==> src/rtl/tm1638_frame_arbiter.sv <==
// tm1638_frame_arbiter
// Shares one TM1638 display between two frame sources. Sources offer a full
// frame (w_digit x 8 segments plus 8 LEDs) over valid/ready. A one-cycle ARB
// state grants one source round-robin. The accepted frame is then scanned
// digit by digit for hold_sweeps full sweeps before the next ARB cycle.

module tm1638_frame_arbiter #(
    parameter int clk_mhz      = 25,
    parameter int w_digit      = 8,
    parameter int dwell_cycles = clk_mhz * 1000,
    parameter int hold_sweeps  = 4
) (
    input  logic                   clk,
    input  logic                   rst_n,

    input  logic                   a_valid,
    input  logic [8*w_digit-1:0]   a_seg,
    input  logic [7:0]             a_led,
    output logic                   a_ready,

    input  logic                   b_valid,
    input  logic [8*w_digit-1:0]   b_seg,
    input  logic [7:0]             b_led,
    output logic                   b_ready,

    output logic [7:0]             abcdefgh,
    output logic [w_digit-1:0]     digit,
    output logic [7:0]             led,
    output logic                   owner,
    output logic                   frame_done
);

    localparam int IDX_W   = (w_digit > 1) ? $clog2(w_digit) : 1;
    localparam int DWELL_W = $clog2(dwell_cycles + 1);
    localparam int SWEEP_W = $clog2(hold_sweeps + 1);

    localparam logic [0:0] ST_ARB  = 1'b0;
    localparam logic [0:0] ST_SCAN = 1'b1;

    localparam logic [IDX_W-1:0]   LAST_IDX   = IDX_W'(w_digit - 1);
    localparam logic [DWELL_W-1:0] LAST_DWELL = DWELL_W'(dwell_cycles - 1);
    localparam logic [SWEEP_W-1:0] LAST_SWEEP = SWEEP_W'(hold_sweeps - 1);

    // State and buffered frame
    logic [0:0]             r_state;
    logic [8*w_digit-1:0]   r_buf_seg;
    logic [7:0]             r_buf_led;
    logic                   r_owner;
    logic                   r_last_grant;   // 0 = A, 1 = B
    logic [IDX_W-1:0]       r_index;
    logic [DWELL_W-1:0]     r_dwell;
    logic [SWEEP_W-1:0]     r_sweep;

    // Decoded conditions
    logic                   w_in_arb;
    logic                   w_in_scan;
    logic                   w_grant_a;
    logic                   w_grant_b;
    logic                   w_last_dwell;
    logic                   w_last_digit;
    logic                   w_hold_done;
    logic [7:0]             w_cur_seg;
    logic [w_digit-1:0]     w_digit_sel;

    assign w_in_arb     = (r_state == ST_ARB);
    assign w_in_scan    = (r_state == ST_SCAN);
    assign w_last_dwell = (r_dwell == LAST_DWELL);
    assign w_last_digit = (r_index == LAST_IDX);
    assign w_hold_done  = (r_sweep == LAST_SWEEP);

    // Round-robin grant: on a tie the source that did not win last time wins;
    // a lone valid source always wins. Only meaningful in ARB.
    assign w_grant_a = w_in_arb && a_valid && (!b_valid || r_last_grant);
    assign w_grant_b = w_in_arb && b_valid && (!a_valid || !r_last_grant);

    // The state register already sits in ARB during reset, so ready is also
    // gated by rst_n to keep every output low while reset is held.
    assign a_ready = rst_n && w_grant_a;
    assign b_ready = rst_n && w_grant_b;

    // Select the segment byte and one-hot digit strobe for the current index
    always_comb begin
        // NOTE: defaults first so every path assigns the outputs; otherwise a latch is inferred.
        w_cur_seg   = 8'h00;
        w_digit_sel = '0;
        for (int i = 0; i < w_digit; i++) begin
            if (r_index == IDX_W'(i)) begin
                w_cur_seg      = r_buf_seg[8*i +: 8];
                w_digit_sel[i] = 1'b1;
            end
        end
    end

    assign abcdefgh   = w_in_scan ? w_cur_seg   : 8'h00;
    assign digit      = w_in_scan ? w_digit_sel : '0;
    assign frame_done = w_in_scan && w_last_dwell && w_last_digit;
    assign led        = r_buf_led;
    assign owner      = r_owner;

    // Sequencer: one ARB cycle, then dwell/index/sweep counting through SCAN
    always_ff @(posedge clk or negedge rst_n) begin
        if (!rst_n) begin
            // NOTE: sequential state uses non-blocking assignments so all registers update together at the edge.
            r_state <= ST_ARB;
            r_index <= '0;
            r_dwell <= '0;
            r_sweep <= '0;
        end else begin
            case (r_state)
                ST_ARB: begin
                    r_state <= ST_SCAN;
                    r_index <= '0;
                    r_dwell <= '0;
                    r_sweep <= '0;
                end
                default: begin
                    if (!w_last_dwell) begin
                        r_dwell <= r_dwell + DWELL_W'(1);
                    end else begin
                        r_dwell <= '0;
                        if (!w_last_digit) begin
                            r_index <= r_index + IDX_W'(1);
                        end else begin
                            r_index <= '0;
                            if (w_hold_done) begin
                                r_state <= ST_ARB;
                                r_sweep <= '0;
                            end else begin
                                r_sweep <= r_sweep + SWEEP_W'(1);
                            end
                        end
                    end
                end
            endcase
        end
    end

    // Frame buffer, owner and round-robin history; loaded only on a transfer
    always_ff @(posedge clk or negedge rst_n) begin
        if (!rst_n) begin
            // NOTE: the frame buffer is a plain register bank (not a RAM), so it is reset to a blank frame.
            r_buf_seg    <= '0;
            r_buf_led    <= 8'h00;
            r_owner      <= 1'b0;
            r_last_grant <= 1'b1;
        end else if (w_grant_a) begin
            r_buf_seg    <= a_seg;
            r_buf_led    <= a_led;
            r_owner      <= 1'b0;
            r_last_grant <= 1'b0;
        end else if (w_grant_b) begin
            r_buf_seg    <= b_seg;
            r_buf_led    <= b_led;
            r_owner      <= 1'b1;
            r_last_grant <= 1'b1;
        end
    end

endmodule
==> config.mk <==
export PLATFORM = sky130hd
export DESIGN_NAME = tm1638_frame_arbiter
export DESIGN_NICKNAME = d
export VERILOG_FILES = /design/src/rtl/tm1638_frame_arbiter.sv
export SDC_FILE = /design/constraint.sdc
export NUM_CORES = 1
export LEC_CHECK = 0
export BUFFER_PORTS_ARGS = -buffer_cell sky130_fd_sc_hd__buf_2
export CORE_AREA = 4 4 103 105
export CTS_CLUSTER_DIAMETER = 120
export DETAILED_ROUTE_END_ITERATION = 8
export DIE_AREA = 0 0 107 109
export PLACE_DENSITY_LB_ADDON = 0.08
export SYNTH_ARGS = -nofsm -noshare
export SYNTH_HDL_FRONTEND = slang
export SYNTH_SLANG_ARGS = --single-unit
==> constraint.sdc <==
create_clock -name clk -period 4.35 [get_ports clk]
set_clock_uncertainty 0.15 [all_clocks]
set_input_delay 0.2175 -clock clk [delete_from_list [all_inputs] [get_ports clk]]
set_output_delay 0.2175 -clock clk [all_outputs]
set_load 0.02 [all_outputs]
==> results.py <==
metrics = {
    "run_status": {
        "outcome": "completed",
    },
    "drt": {
        "remaining_drc_errors": 0,
        "drt_iter0_markers": 243,
        "wl_met1_um": 6320,
        "via_count": 4954,
        "met2_length_um": 7740,
        "vias_per_cell": 5.44,
        "routedWlPerCell_um": 16.6,
        "firstDrtPassIters": 5,
        "routed_wl_um": 15100,
        "final_antenna_net_count": 0,
        "routed.top_layer": "met4",
        "wl_met3_um": 892,
    },
    "pwr": {
        "pwr-share-clk_pct": 31.6,
        "swShare_pct": 26.3,
        "p_seq_share_pct": 53.0,
        "internal_power_mw": 1.42,
        "p_sw_uw": 507,
        "p_leak_nw": 3.31,
        "powerDensity_mw_per_mm2": 266,
        "power_frac_comb_pct": 15.4,
        "finalPower_mw": 1.93,
        "ir_drop_mv": 0.166,
    },
    "floorplanning": {
        "fp-row-count": 36,
        "core_mm2": 0.00964,
        "start_util_pct": 54.8,
        "die-area_mm2": 0.0117,
        "die_height_um": 109,
        "num_io_pins": 176,
        "die_w_um": 107,
    },
    "hold_path": {
        "worstHoldPathType": "primary input to flop",
    },
    "synth": {
        "syn_avg_cell_area_um2": 9.81,
        "yosys_warnings": 0,
        "synth_fp_nets": 694,
        "ys_types": 47,
        "synth_cells": 538,
        "syn_area_mm2": 0.00528,
        "yosys_register_bits": 96,
        "yosysSeqAreaShare_pct": 45.5,
    },
    "timing": {
        "finalSetupViolCount": 0,
        "max_slew_margin_pct": 15.7,
        "hold_ws_ns": 0.00450,
        "worst_slack_ns": 1.12,
        "period_share_pct": 74.2,
        "setup-tns-final_ns": 0,
        "rsz0062_at_grt": "false",
        "final_hold_viol_count": 0,
        "min_period_ns": 3.23,
        "drv_slew": 0,
        "fmax_mhz": 310,
        "tightest_slew_ns": 1.26,
    },
    "setup_path": {
        "ff2ff_setup_slack_ns": 1.70,
        "crit_path_start_kind": "flop",
        "path_cells": "inv_1, ha_1, a221oi_1, o31ai_1, a32o_1, buf_2",
        "cp_max_fo": 42,
        "cp.arrival_ns": 2.86,
        "cp.required_ns": 3.98,
        "cp_top_family": "adder cells",
        "cp_slowest_cell": "ha_1",
        "critPathCaptureType": "output pin",
        "critical_path_class": "flop to output pin",
        "critPathMaxStageDelay_ns": 1.01,
        "crit_buf_inv": 2,
    },
    "clocking": {
        "tritoncts.num_buffers": 9,
        "clk_path_buf_depth": 2,
        "cts.sinks": 96,
        "clk_pin_slew_worst_paths_ns": 0.09,
        "h-tree-depth": 3,
        "clk_root_buffer_cell": "clkbuf_8",
        "cts_tree": "done",
        "worstSkewPairLatency_ns": 0.37,
    },
    "global_routing": {
        "grt_use_total_pct": 26.6,
        "grt_max_degree": 63,
        "grt_pass1_wl_um": 24100,
        "antenna_found_initial": 0,
        "grt.overflow.total": 0,
        "grt_pass1_vias": 4910,
    },
    "placed_design": {
        "post-place-ws_ns": 1.60,
        "dp.final_hpwl_um": 10300,
        "routabilityCongestion": 0.873,
        "portBuffers": 175,
    },
    "final_layout": {
        "n_fill_cell": 724,
        "nets": 929,
        "syn2layout_area_growth_pct": 37.2,
        "layout-drive-gt1-share_pct": 26.6,
        "antenna_cells": 0,
    },
    "run": {
        "cap_viol_max_count": 0,
    },
}
-- state kept, by name, indices dropped and copies added, names as in the netlist --
signal,cells
led,8
r_sweep,3
r_state,1
owner,1
r_last_grant,1
r_dwell,15
r_index,3
r_buf_seg,64
-- timing repair --
action	CTS	global route
hold buffers	87	0
gates resized for setup	0	0
buffers inserted	0	0
endpoints found under the hold margin	85	0
-- cell usage in the layout, fill, tap and decap left out, drive strengths merged, types with 2 or more instances in the layout --
cell type / Yosys / final
buf: 23 / 180
dfrtp: 95 / 95
dlygate4sd3: 0 / 87
nand2: 86 / 86
mux2i: 71 / 71
o21ai: 71 / 71
nor2: 15 / 15
inv: 12 / 12
nor2b: 12 / 12
clkbuf: 20 / 11
o31ai: 9 / 9
and2: 9 / 9
a221oi: 8 / 8
a211o: 8 / 8
a22oi: 8 / 8
o22ai: 8 / 8
o211ai: 8 / 8
a32o: 8 / 8
ha: 8 / 8
and3: 7 / 7
nand3: 6 / 6
xor2: 6 / 6
xnor2: 5 / 5
a21oi: 4 / 4
a222oi: 4 / 4
nand4: 4 / 4
nand2b: 3 / 3
and4bb: 2 / 2
nor3: 2 / 2
or3: 2 / 2
nand3b: 2 / 2
a21boi: 2 / 2
clkinv: 0 / 2
clkinvlp: 0 / 2
o21bai: 2 / 2
-- path summary, 6_finish.rpt --
| kind | end | depth (start not counted) | startpoint |
|---|---|---|---|
| max | abcdefgh[3] | 6 | r_index[0]$_DFFE_PN0P_ |
| min reg2reg | r_dwell[0]$_DFF_PN0_ | 1 | r_dwell[0]$_DFF_PN0_ |
| max reg2reg | r_buf_seg[63]$_DFFE_PN0P_ | 5 | r_state$_DFF_PN0_ |
| min | r_buf_seg[36]$_DFFE_PN0P_ | 3 | a_seg[36] |
| min in group asynchronous | r_buf_seg[5]$_DFFE_PN0P_ | 2 | rst_n |
| max in group asynchronous | r_buf_seg[32]$_DFFE_PN0P_ | 3 | rst_n |
-- worst min-delay path, delay by kind of cell --
kind | cells | cell delay [ns]
compound gates | 1 | 0.14
mux | 1 | 0.05
buf+inv | 1 | 0.07
-- routing by layer --
layer | GRT usage [%] | vias up
met5 | 0 | -
met4 | 7.40 | 0
met3 | 5.57 | 17
met2 | 45.8 | 156
met1 | 34.1 | 2392
li1 | - | 2389
-- power by group through the flow --
stage | sequential [mW] | combinational [mW] | clock (mW)
2_1_floorplan | 1.02 | 0.0971 | 0
3_3_place_gp | 1.04 | 0.222 | 0
3_5_place_dp | 1.04 | 0.231 | 0
4_1_cts | 1.02 | 0.292 | 0.624
5_1_grt | 1.03 | 0.333 | 0.659
6_report | 1.02 | 0.297 | 0.610
-- per-stage QoR --
| stage | util (%) | cells | cell area (um2) |
|---|---|---|---|
| 2_1_floorplan | - | 538 | 5280 |
| 3_3_place_gp | 63.9 | 808 | 6160 |
| 3_5_place_dp | 63.9 | 808 | 6160 |
| 4_1_cts | 75.1 | 911 | 7240 |
| 5_1_grt | 75.1 | 911 | 7240 |
| 6_report | 75.1 | 911 | 7240 |
-- cells by family after synthesis --
family                   after synthesis  synth area share [%]
buffers and inverters                 55                  5.19
AO/OA/AOI/OAI                        141                  17.4
flip-flops                            96                  45.5
AND/OR/NAND/NOR                      156                  14.7
multiplexers                          71                  13.5
adder cells (fa/ha/maj)                8                  1.90
XOR/XNOR                              11                  1.83
-- area by class of cell --
type / instances / area (um2) / area share, %
Tap cell: 133 / 166 / 2.30
Timing Repair Buffer: 267 / 1800 / 24.9
Clock buffer: 11 / 151 / 2.09
Clock inverter: 5 / 55.1 / 0.760
Multi-Input combinational cell: 387 / 2620 / 36.2
Sequential cell: 96 / 2400 / 33.2
Inverter: 12 / 45.0 / 0.622
-- cells in the mapped netlist (all sizes together) --
| library cell | number | area (um2) |
|---|---|---|
| dfrtp | 95 | 2380 |
| nand2 | 86 | 323 |
| mux2i | 71 | 711 |
| o21ai | 71 | 355 |
| buf | 23 | 154 |
| clkbuf | 20 | 75.1 |
| nor2 | 15 | 56.3 |
| inv | 12 | 45.0 |
| nor2b | 12 | 75.1 |
| and2 | 9 | 56.3 |
| o31ai | 9 | 67.6 |
| a211o | 8 | 70.1 |
| a221oi | 8 | 70.1 |
| a22oi | 8 | 60.1 |
| a32o | 8 | 80.1 |
| ha | 8 | 100 |
| o211ai | 8 | 60.1 |
| o22ai | 8 | 50.1 |
| and3 | 7 | 46.3 |
| nand3 | 6 | 30.0 |
| xor2 | 6 | 52.6 |
| xnor2 | 5 | 43.8 |
| a21oi | 4 | 20.0 |
| a222oi | 4 | 40.0 |
| nand4 | 4 | 46.3 |
| nand2b | 3 | 18.8 |
| a21boi | 2 | 15.0 |
| and4bb | 2 | 25.0 |
| nand3b | 2 | 15.0 |
| nor3 | 2 | 10.0 |
| o21bai | 2 | 15.0 |
| or3 | 2 | 12.5 |
| a211oi | 1 | 12.5 |
| and4 | 1 | 8.76 |
| dfstp | 1 | 26.3 |
| nor3b | 1 | 7.51 |
| nor4b | 1 | 23.8 |
| or2 | 1 | 6.26 |
| or3b | 1 | 8.76 |
| or4 | 1 | 7.51 |
Note: power is estimated with default switching activity, not from simulation.
